<file path="src/rtl/led_shift_pkg.sv">
// Shared types and constants for the LED row shifter.
package led_shift_pkg;

  localparam int BITS_DEF = 16;
  localparam int RDADDR_W = 7;

  typedef enum logic [2:0] {
    IDLE,
    FETCH,
    SHIFT,
    LATCH,
    DONE
  } state_t;

  // Row-buffer address of word `word` inside the slice owned by chain `chain`.
  function automatic logic [RDADDR_W-1:0] word_addr(input int unsigned chain,
                                                   input int unsigned wpc,
                                                   input int unsigned word);
    int unsigned a;
    a = chain * wpc + word;
    return a[RDADDR_W-1:0];
  endfunction

endpackage

</file>
<file path="src/rtl/led_row_shifter.sv">
// Serialises one buffered LED row onto NUM_SHIFT parallel driver shift
// chains with a shared SCLK and LAT. One word per chain is fetched, shifted
// out MSB first, and the cycle repeats until each chain has sent its slice.
module led_row_shifter
  import led_shift_pkg::*;
#(
  parameter int NUM_SHIFT  = 4,
  parameter int WORDS      = 128,
  parameter int BITS       = BITS_DEF,
  parameter int RD_LAT     = 2,
  parameter int LAT_CYCLES = 2
) (
  input  logic                spiClk,
  input  logic                nReset,
  input  logic                cmdStart,
  output logic                cmdDone,
  output logic                busy,
  output logic [RDADDR_W-1:0] rdaddress,
  input  logic [BITS-1:0]     ledColBuf,
  output logic [NUM_SHIFT-1:0] SDOs,
  output logic                SCLK,
  output logic                LAT
);

  localparam int WPC       = WORDS / NUM_SHIFT;
  localparam int W_W       = (WPC > 1) ? $clog2(WPC) : 1;
  localparam int B_W       = (BITS > 1) ? $clog2(BITS) : 1;
  localparam int C_W       = (NUM_SHIFT > 1) ? $clog2(NUM_SHIFT) : 1;
  localparam int FETCH_LEN = NUM_SHIFT + RD_LAT;
  localparam int CNT_MAX   = (FETCH_LEN > LAT_CYCLES) ? FETCH_LEN : LAT_CYCLES;
  localparam int CNT_W     = $clog2(CNT_MAX + 1);

  localparam logic [CNT_W-1:0] FETCH_LAST = CNT_W'(FETCH_LEN - 1);
  localparam logic [CNT_W-1:0] LAT_LAST   = CNT_W'(LAT_CYCLES - 1);
  localparam logic [CNT_W-1:0] CHAINS     = CNT_W'(NUM_SHIFT);
  localparam logic [W_W-1:0]   W_LAST     = W_W'(WPC - 1);
  localparam logic [B_W-1:0]   B_TOP      = B_W'(BITS - 1);

  if ((WORDS % NUM_SHIFT) != 0 || WORDS > (1 << RDADDR_W) ||
      RD_LAT < 1 || LAT_CYCLES < 1) begin : g_bad_params
    $error("led_row_shifter: illegal parameter combination");
  end

  state_t                           r_state, w_state_nxt;
  logic [W_W-1:0]                   r_w, w_w_nxt;
  logic [CNT_W-1:0]                 r_cnt, w_cnt_nxt;
  logic [B_W-1:0]                   r_bit, w_bit_nxt;
  logic                             r_phase, w_phase_nxt;
  logic [NUM_SHIFT-1:0][BITS-1:0]   r_shreg, w_shreg_nxt;
  logic                             r_rd_v, w_rd_v_nxt;
  logic [C_W-1:0]                   r_rd_c, w_rd_c_nxt;
  logic [RD_LAT-1:0]                r_pipe_v;
  logic [RD_LAT-1:0][C_W-1:0]       r_pipe_c;
  logic                             r_busy, w_busy_nxt;
  logic                             r_done, w_done_nxt;
  logic                             r_sclk, w_sclk_nxt;
  logic                             r_lat, w_lat_nxt;
  logic [NUM_SHIFT-1:0]             r_sdo, w_sdo_nxt;
  logic [RDADDR_W-1:0]              r_rdaddr, w_rdaddr_nxt;

  // Next-state, datapath and registered-output values.
  always_comb begin
    // NOTE: every variable gets a default before any branch, so no path can
    // leave one unassigned and infer a latch.
    w_state_nxt = r_state;
    w_w_nxt     = r_w;
    w_cnt_nxt   = r_cnt;
    w_bit_nxt   = r_bit;
    w_phase_nxt = r_phase;
    w_shreg_nxt = r_shreg;

    // The word addressed RD_LAT cycles ago lands in its chain's register.
    if (r_pipe_v[RD_LAT-1]) w_shreg_nxt[r_pipe_c[RD_LAT-1]] = ledColBuf;

    case (r_state)
      IDLE: begin
        if (cmdStart) begin
          w_state_nxt = FETCH;
          w_w_nxt     = '0;
          w_cnt_nxt   = '0;
        end
      end
      FETCH: begin
        if (r_cnt == FETCH_LAST) begin
          w_state_nxt = SHIFT;
          w_phase_nxt = 1'b0;
          w_bit_nxt   = B_TOP;
        end else begin
          w_cnt_nxt = r_cnt + 1'b1;
        end
      end
      SHIFT: begin
        if (!r_phase) begin
          w_phase_nxt = 1'b1;
        end else begin
          w_phase_nxt = 1'b0;
          for (int c = 0; c < NUM_SHIFT; c++) w_shreg_nxt[c] = r_shreg[c] << 1;
          if (r_bit == '0) begin
            w_cnt_nxt = '0;
            if (r_w == W_LAST) begin
              w_state_nxt = LATCH;
            end else begin
              w_w_nxt     = r_w + 1'b1;
              w_state_nxt = FETCH;
            end
          end else begin
            w_bit_nxt = r_bit - 1'b1;
          end
        end
      end
      LATCH: begin
        if (r_cnt == LAT_LAST) w_state_nxt = DONE;
        else                   w_cnt_nxt   = r_cnt + 1'b1;
      end
      DONE:    w_state_nxt = IDLE;
      default: w_state_nxt = IDLE;
    endcase

    // Outputs are registered, so they are derived from the upcoming state.
    w_busy_nxt = (w_state_nxt != IDLE);
    w_done_nxt = (w_state_nxt == DONE);
    w_lat_nxt  = (w_state_nxt == LATCH);
    w_sclk_nxt = (w_state_nxt == SHIFT) && w_phase_nxt;
    w_sdo_nxt  = '0;
    if (w_state_nxt == SHIFT) begin
      for (int c = 0; c < NUM_SHIFT; c++) w_sdo_nxt[c] = w_shreg_nxt[c][BITS-1];
    end

    w_rd_v_nxt   = 1'b0;
    w_rd_c_nxt   = r_rd_c;
    w_rdaddr_nxt = r_rdaddr;
    if (w_state_nxt == FETCH && w_cnt_nxt < CHAINS) begin
      w_rd_v_nxt   = 1'b1;
      w_rd_c_nxt   = C_W'(w_cnt_nxt);
      w_rdaddr_nxt = word_addr(int'(w_cnt_nxt), WPC, int'(w_w_nxt));
    end
  end

  // Control state, capture pipe and output registers with synchronous reset.
  always_ff @(posedge spiClk) begin
    // NOTE: nonblocking assignments so every register samples pre-edge values.
    if (!nReset) begin
      r_state  <= IDLE;
      r_w      <= '0;
      r_cnt    <= '0;
      r_bit    <= '0;
      r_phase  <= 1'b0;
      r_rd_v   <= 1'b0;
      r_rd_c   <= '0;
      r_pipe_v <= '0;
      r_busy   <= 1'b0;
      r_done   <= 1'b0;
      r_sclk   <= 1'b0;
      r_lat    <= 1'b0;
      r_sdo    <= '0;
      r_rdaddr <= '0;
    end else begin
      r_state  <= w_state_nxt;
      r_w      <= w_w_nxt;
      r_cnt    <= w_cnt_nxt;
      r_bit    <= w_bit_nxt;
      r_phase  <= w_phase_nxt;
      r_rd_v   <= w_rd_v_nxt;
      r_rd_c   <= w_rd_c_nxt;
      r_pipe_v[0] <= r_rd_v;
      for (int i = 1; i < RD_LAT; i++) r_pipe_v[i] <= r_pipe_v[i-1];
      r_busy   <= w_busy_nxt;
      r_done   <= w_done_nxt;
      r_sclk   <= w_sclk_nxt;
      r_lat    <= w_lat_nxt;
      r_sdo    <= w_sdo_nxt;
      r_rdaddr <= w_rdaddr_nxt;
    end
  end

  // Shift data and chain tags of the capture pipe.
  always_ff @(posedge spiClk) begin
    // NOTE: data-only registers are left unreset; each word is loaded before
    // it is shifted out, and the valid bits above gate every capture.
    r_shreg     <= w_shreg_nxt;
    r_pipe_c[0] <= r_rd_c;
    for (int i = 1; i < RD_LAT; i++) r_pipe_c[i] <= r_pipe_c[i-1];
  end

  assign cmdDone   = r_done;
  assign busy      = r_busy;
  assign rdaddress = r_rdaddr;
  assign SDOs      = r_sdo;
  assign SCLK      = r_sclk;
  assign LAT       = r_lat;

endmodule
</file>
<file path="config.mk">
export PLATFORM = sky130hd
export DESIGN_NAME = led_row_shifter
export DESIGN_NICKNAME = d
export VERILOG_FILES = /design/src/rtl/led_shift_pkg.sv /design/src/rtl/led_row_shifter.sv
export SDC_FILE = /design/constraint.sdc
export NUM_CORES = 1
export LEC_CHECK = 0
export BUFFER_PORTS_ARGS = -buffer_cell sky130_fd_sc_hd__buf_2
export CAP_MARGIN = 10
export CORE_MARGIN = 5
export CORE_UTILIZATION = 59
export DETAILED_ROUTE_END_ITERATION = 12
export GPL_TIMING_DRIVEN = 1
export PLACE_DENSITY = 0.79
export SYNTH_ARGS = -nofsm -noshare
export SYNTH_HDL_FRONTEND = slang
export SYNTH_SLANG_ARGS = --single-unit
</file>
<file path="constraint.sdc">
create_clock -name spiClk -period 4.2 [get_ports spiClk]
set_input_delay 0 -clock spiClk [delete_from_list [all_inputs] [get_ports spiClk]]
set_output_delay 0 -clock spiClk [all_outputs]
set_load 0.005 [all_outputs]
</file>
# Word-level counts from Yosys, hierarchy flattened
# Cells that the tools add are included.
[word_totals] register_bits=104 input_bits=19 out_inout_bits=15 wordCells=81
[op_classes] reduce_logical=9 n_addsub=4 magnitude_cmp=3 eq_ne=13 n_mux=32
[op_table] op="2-to-1 mux 64 bit" n=3
[op_table] op="bitwise mux 64 bit" n=1
[op_table] op="demux 16 bit (select 2 bit)" n=1
[op_table] op="2-to-1 mux 3 bit" n=10
[op_table] op="case mux 3 bit (4 select lines)" n=2
[op_table] op="2-to-1 mux 5 bit" n=4
[op_table] op="2-to-1 mux 16 bit" n=1
[op_table] op="equality test 3 x 2 -> 1 bit, second input constant" n=4
[op_table] op="2-to-1 mux 4 bit" n=3
[op_table] op="case mux 5 bit (2 select lines)" n=1
[op_table] op="equality test 3 x 1 -> 1 bit, second input constant" n=3
[op_table] op="case mux 4 bit (2 select lines)" n=1
[op_table] op="adder 7 x 5 -> 7 bit" n=1
[op_table] op="equality test 3 bit, second input constant" n=2
[op_table] op="inequality test 2 bit, second input constant" n=3
[op_table] op="adder 5 x 1 -> 5 bit, second input constant" n=1
[op_table] op="equality test 5 bit, second input constant" n=1
[op_table] op="logical NOT 4 bit" n=1
[op_table] op="AND reduction 4 bit" n=1
[op_table] op="subtractor 4 x 1 -> 4 bit, second input constant" n=1
[op_table] op="adder 3 x 1 -> 3 bit, second input constant" n=1
[op_table] op="logical AND 1 bit" n=3
[op_table] op="logical NOT 3 bit" n=1
[op_table] op="< comparator 2 x 3 -> 1 bit, second input constant" n=1
[op_table] op="8 further kinds" n=10

# Depth between registers and ports, before layout
# Gate-level depths: netlist (run 1).
[depth] depth_word=8 depth_mapped=8 mapped_depth_nobuf=7

# Worst setup path before layout (run 1)
# Ideal clock, no wire load.
[synth_timing] path_type="register to register" startpoint="register r_bit[0]" endpoint="register r_rd_c[1]" path_slack_ns=2.236 stages_incl_launch_ff=7 path_buffers=0 arrival_time_ns=1.844 synth_period_minus_slack_ns=1.964 setup_time_ns=0.121 t_required_ns=4.079 path_cell_list="dfxtp_1 > inv_1 > ha_1 > nor3b_4 > nand4_2 > a211oi_4 > mux2_2"
[synth_between] elab_chain_cells=6 elab_cells_between_ends=10 classes_between="1 x order compare; 1 x eq/ne; 6 x mux; 2 x reduce/logical"
[synth_lines] element="start: declaration" line="led_row_shifter.sv:47" text="logic [B_W-1:0] r_bit, w_bit_nxt;"
[synth_lines] element="start signal: assignment" line="led_row_shifter.sv:161" text="r_bit <= w_bit_nxt;"
[synth_lines] element="logical NOT 4 bit (*)" line="led_row_shifter.sv:98" text="if (r_bit == '0) begin"
[synth_lines] element="2-to-1 mux 3 bit" line="led_row_shifter.sv:98"
[synth_lines] element="2-to-1 mux 3 bit" line="led_row_shifter.sv:93" text="if (!r_phase) begin"
[synth_lines] element="case mux 3 bit (4 select lines)" line="led_row_shifter.sv:75" text="case (r_state)"
[synth_lines] element="< comparator 3 bit / equality test 3 x 1 -> 1 bit (equally long branches)" line="led_row_shifter.sv:132" text="if (w_state_nxt == FETCH && w_cnt_nxt < CHAINS) begin"
[synth_lines] element="logical AND 1 bit" line="led_row_shifter.sv:132"
[synth_lines] element="end signal: assignment" line="led_row_shifter.sv:164" text="r_rd_c <= w_rd_c_nxt;"
[synth_lines] element="end: declaration" line="led_row_shifter.sv:51" text="logic [C_W-1:0] r_rd_c, w_rd_c_nxt;"
# Mark *: on every way between the ends. The rest lies on a longest branch, timed or not.
# A chain may end at the register's enable or synchronous reset.

==> flow_summary.toml, run 1 <==
[clock_network]
cts_inserted_buffers = 9
cts_setup_buffers = 0
post_cts_resized = 0
clk_pin_slew_worst_paths_ns = 0.10
cts_max_path_buffers = 2
cts_tree = "built"
htree_levels = 3
clock_sinks = 102
root_buffer = "clkbuf_8"
clk_latency_ns = 0.37

[worst_setup_path]
cp.required_ns = 4.43
timing.rr.start = "r_phase"
crit_fanout = 61
cpPeakStageDelay_ns = 0.90
rrSetupSlack_ns = 1.92
slowest_stage = "nor2b_4"
crit_path_frequent_cell = "nor2b_1"
start_kind = "register"
timing.rr.end = "SDOs[3]"
arrival_ns = 2.51
reg2reg_depth = 4
crit_chain = "nor2b_1 -> nor2b_4 -> o21ai_0 -> nor2b_1"
endpoint_kind = "register"
worstSetupPathType = "register to register"

[route]
drc_errors = 0
drtIter0Drc = 148
drtAntennaViolNets = 0
vias = 3141
avgViaCountPerCell = 5.35
dr.pass1.iters = 5
detail_route.wl_per_cell_um = 13.8
finalWirelength_mm = 8.08

[placed_design]
portBuffers = 33
finalWeightedCongestion = 0.838
dp_worst_setup_slack_ns = 1.94
dp_hpwl_mm = 5.36
postPlaceCellArea_mm2 = 0.00448
placedCellCount = 556

[min_path]
min_to = "r_shreg[47]"
whs_path_depth = 3
hold_path.class = "primary input to register"
hp-start = "ledColBuf[15]"

[floorplanning]
die_w_um = 94.8
die_h_um = 94.8
rows = 31
pin_count = 34
core_area_mm2 = 0.00714
dieArea_mm2 = 0.00899
start_util_pct = 59.5

[pwr]
power_density_mw_per_mm2 = 396
ir_worst_vdd_mv = 0.213
clock_power_share_pct = 32.6
swShare_pct = 24.7
p_leak_nw = 2.19
p_int_mw = 1.44
switching_power_mw = 0.473
p_seq_share_pct = 58.9
pwr-share-comb_pct = 8.5

[yosys]
muxShareOfSynthArea_pct = 18.0
syn_avg_cell_area_um2 = 9.52
synth_top_family_by_area = "multiplexers"
yosysUniqueCellTypes = 44
ys_seq_elements = 102
synth_simple_gate_area_share_pct = 16.4
ys_seq_area_share_pct = 48.1
yosysWarningCount = 0
synthFlopType = "dfxtp_1"
synth_adder_area_share_pct = 1.18
mappedNetlistArea_mm2 = 0.00424
synth_compound_area_share_pct = 11.9
syn-num-nets = 469
synth_xor_area_share_pct = 0.619
syn_inst = 446
async_flop_share_pct = 0
synth_edf_count = 0

[final_layout]
n_antenna_cell = 0
design_area_mm2 = 0.00483
stdcell_count = 587
fin_nets = 506
fillers = 595
drive_gt1_share_pct = 14.1
syn2layout_area_growth_pct = 13.9

[global_routing]
overflow = 0
antenna_found_initial = 0
grt_pass1_vias = 3093
grt_start_max_net_pins = 66
grt_pass1_wl_mm = 14.0
grt_usage_pct = 19.6

[timing]
slew_violations = 0
skew_ns = 0.0171
setup_tns_ns = 0
rsz0062_at_grt = "false"
final_hold_viol_count = 0
setup_slack_ns = 1.92
worst_slew_pin_slew_ns = 1.07
fmax_mhz = 439
fin_crit_sh_pct = 54.3
period_minus_slack_ns = 2.28
final-setup-viol-count = 0
slew_headroom_pct = 28.2

[status]
status = "finished clean"

[job]
maxCapViolCount = 0
per-stage QoR:
step	util, %	power [mW]	hold WS, ns
floorplan	-	1.24	0.144
global placement	62.8	1.28	0.279
detailed placement	62.8	1.30	0.287
CTS	67.7	1.93	0.0178
global route	67.7	2.02	0.0471
finish	67.7	1.91	0.0324
worst max path at each step:
stage                     slack [ns]      from  cells past startpoint            to
after floorplan                 2.24  r_bit[0]                      6     r_rd_c[1]
after global placement          2.00  r_bit[0]                      7  rdaddress[1]
after detailed placement        1.94  r_bit[0]                      7     r_rd_c[1]
after CTS                       1.92  r_bit[0]                      7     r_rd_c[1]
after global routing            1.64   r_phase                      4       SDOs[3]
final                           1.92   r_phase                      4       SDOs[3]
routing by layer:
layer  vias up  track usage, %  part of all wire, %
met2        67            34.2                   49
li1       1605               -                    -
met5         -               0                    0
met3        11            4.86                  3.5
met1      1458            23.7                   45
met4         0            6.49                  1.6
final cells by class:
cell class | instances | area [um2] | share of cell area (%)
multi-input combinational | 305 | 2050 | 42.5
sequential | 102 | 2040 | 42.2
timing repair buffer | 53 | 365 | 7.56
clock buffer | 9 | 124 | 2.56
tap | 99 | 124 | 2.56
clock inverter | 7 | 80.1 | 1.66
inverter | 12 | 45.0 | 0.932
power groups by stage:
| stage | Combinational (mW) | Sequential [mW] | Clock (mW) |
|---|---|---|---|
| after floorplan | 0.111 | 1.13 | 0 |
| after detailed placement | 0.152 | 1.15 | 0 |
| after CTS | 0.164 | 1.13 | 0.643 |
| final | 0.162 | 1.13 | 0.624 |
| after global placement | 0.142 | 1.14 | 0 |
| after global routing | 0.188 | 1.14 | 0.688 |
cells in the final DEF, fill, tap and decap left out, types with 6 or more instances in the layout:
cell type	count
and2_1	7
dfxtp_1	102
buf_2	33
nor2b_1	7
nor2_1	10
inv_1	12
nand3_1	6
clkbuf_8	9
o21ai_0	64
mux2i_1	73
nand2_1	75
dlygate4sd3_1	15
cell usage after synthesis (2+ instances only):
library cell  count  area [um2]
nor3b_1           2        15.0
inv_1            12        45.0
and3b_1           2        17.5
nand2b_1          4        25.0
clkbuf_1         18        67.6
nand4_1           2        12.5
nor2_1           10        37.5
nand2_1          75         282
nand3_1           6        30.0
or3b_2            2        17.5
o22ai_1           2        12.5
mux2_2            3        33.8
o211a_1           2        20.0
buf_2             8        40.0
and2_1            7        43.8
and3_1            2        12.5
mux2i_1          73         731
nand3b_1          4        30.0
nor3_1            5        25.0
a21oi_1           2        10.0
nor3b_4           2        37.5
nor2b_1           8        50.1
dfxtp_1         102        2040
a21boi_0          5        37.5
xor2_1            3        26.3
ha_1              4        50.1
o21ai_0          64         320
kinds of logic after synthesis:
family / after synthesis
XOR/XNOR: 3
AND/OR/NAND/NOR: 137
AO/OA/AOI/OAI: 85
adder cells (fa/ha/maj): 4
multiplexers: 76
flip-flops: 102
buffers and inverters: 39
sequential cells by signal, indices dropped and copies added (netlist names):
register	count
LAT	1
SCLK	1
SDOs	4
busy	1
cmdDone	1
r_bit	4
r_cnt	3
r_phase	1
r_pipe_c	4
r_pipe_v	2
r_rd_c	2
r_rd_v	1
r_shreg	64
r_state	3
r_w	5
rdaddress	5
critical path, delay by kind of cell, from the launching register on:
| kind | cells | cell delay, ns |
|---|---|---|
| DFF | 1 | 0.47 |
| AOI/OAI and AO/OA | 1 | 0.32 |
| and+or+nand+nor | 3 | 1.35 |
timing repair:
item / CTS / global route
hold buffers: 15 / 0
endpoints found under the hold margin: 53 / 0
setup endpoints to repair: 0 / 0
Power figures use the tool's default switching activity.
==> run 2: changes to the inputs <==
- clock period: 4.2 -> 2.25 ns (I/O delays scaled with it)
==> flow_summary.toml, run 2 (same netlist as run 1, synthesis figures left out) <==
[route]
drtIter0Drc = 102
drtAntennaViolNets = 0
detail_route.wl_per_cell_um = 13.6
avgViaCountPerCell = 5.35
vias = 3156
dr.pass1.iters = 4
finalWirelength_mm = 8.04
drc_errors = 0

[final_layout]
layout_commonest_cell = "dfxtp_1"
fin_nets = 509
regArea_mm2 = 0.00204
utilization_pct = 68.2
stdcell_count = 590
drive_gt1_share_pct = 14.7
final_cell_mix = "dfxtp_1 (102), nand2_1 (75), mux2i_1 (73)"
largest-register = "r_shreg"
n_antenna_cell = 0
syn2layout_area_growth_pct = 14.7
largest_reg_flops = 64
fillers = 579
multiInputGateArea_mm2 = 0.00205

[floorplanning]
dieArea_mm2 = 0.00899
rows = 31
die_w_um = 94.8
die_h_um = 94.8
pin_count = 34
core_area_mm2 = 0.00714
start_util_pct = 59.5

[worst_setup_path]
critPathTopFamily = "simple AND/OR/NAND/NOR gates"
endpoint_kind = "register"
start_kind = "register"
arrival_ns = 2.34
slowest_stage = "a211oi_4"
cpPeakStageDelay_ns = 0.43
crit_fanout = 8
worstSetupPathType = "register to register"
path_buf_inv = 1
crit_chain = "inv_1 -> ha_1 -> nor3b_4 -> nand4_2 -> a211oi_4 -> mux2_2"
cp.required_ns = 2.51

[pwr]
p_leak_nw = 2.20
power_density_mw_per_mm2 = 719
ir_worst_vdd_mv = 0.379

[global_routing]
grt_use_met1_pct = 23.6
grt_start_max_net_pins = 64
use_met2_pct = 32.8
grt_pass1_vias = 3083
antenna_found_initial = 0
grt_usage_pct = 19.3
overflow = 0
grt_pass1_wl_mm = 13.8
grt.busiest_layer = "met2"
globalRouteMet3Util_pct = 3.43

[timing]
final-setup-viol-count = 0
whs_ns = 0.0536
worst_slew_pin_slew_ns = 0.684
period_minus_slack_ns = 2.09
slew_headroom_pct = 53.9
skew_ns = 0.0118
fin_crit_sh_pct = 92.7
rsz0062_at_grt = "false"
final_hold_viol_count = 0
slew_violations = 0
fmax_mhz = 480
setup_tns_ns = 0
setup_slack_ns = 0.165

[placed_design]
dp_hpwl_mm = 5.51
dp_worst_setup_slack_ns = 0.179
placedCellCount = 559
portBuffers = 33
finalWeightedCongestion = 0.854

[status]
status = "finished clean"

[clock_network]
root_buffer = "clkbuf_8"
cts_setup_buffers = 0
htree_levels = 3
cts_max_path_buffers = 2
cts_inserted_buffers = 9
post_cts_resized = 0
cts_tree = "built"
clk_pin_slew_worst_paths_ns = 0.10
clock_sinks = 102
clk_latency_ns = 0.36

[min_path]
hold_path.class = "primary input to register"

[job]
maxCapViolCount = 0
[run 2: cell types whose count changed in the layout (fill, tap and decap cells not counted), sizes merged]
cell / change
clkinv: -1
buf: +3
bufinv: -1
inv: +2
[run 2: tightest hold or removal path, cell delays in order]
cell	delay (ns)
buf_2	0.12
mux2i_1	0.11
o21ai_0	0.11
[run 2: metal layers]
metal,part of all wire [%],up-vias
met3,3.0,16
met1,47,1474
met2,48,52
li1,-,1614
met4,2.2,0
met5,0,-
[run 2: worst paths after layout]
check / start / endpoint / slack [ns] / depth (start not counted)
worst max-delay path: r_bit[0] / rdaddress[1] / 0.16 / 6
worst min-delay path: ledColBuf[15] / r_shreg[31] / 0.05 / 3
worst max register to register: r_bit[0] / rdaddress[1] / 0.16 / 6
worst min register to register: r_pipe_c[0] / r_pipe_c[2] / 0.34 / 0
[run 2: power by group]
group | leakage, nW | total, mW | internal (mW) | switching [mW]
Sequential | 0.835 | 2.10 | 2.00 | 0.0988
Clock | 0.0943 | 1.10 | 0.430 | 0.667
Combinational | 1.27 | 0.305 | 0.163 | 0.142
[run 2: final cells by class]
cell class	instances	share of cell area (%)
clock buffer	9	2.54
multi-input combinational	305	42.2
inverter	12	0.925
tap	99	2.54
timing repair buffer	56	8.48
clock inverter	7	1.34
sequential	102	42.0
[run 2: timing repair]
action	4_1_cts	5_1_grt
hold buffers	15	0
hold endpoints to repair	52	0
endpoints found under the setup margin	0	0
[run 2: per-stage QoR]
| stage | area, um2 | power, mW |
|---|---|---|
| 3_5_place_dp | 4530 | 2.42 |
| 3_3_place_gp | 4530 | 2.40 |
| 6_report | 4870 | 3.50 |
| 4_1_cts | 4870 | 3.53 |
| 2_1_floorplan | 4240 | 2.32 |
| 5_1_grt | 4870 | 3.68 |
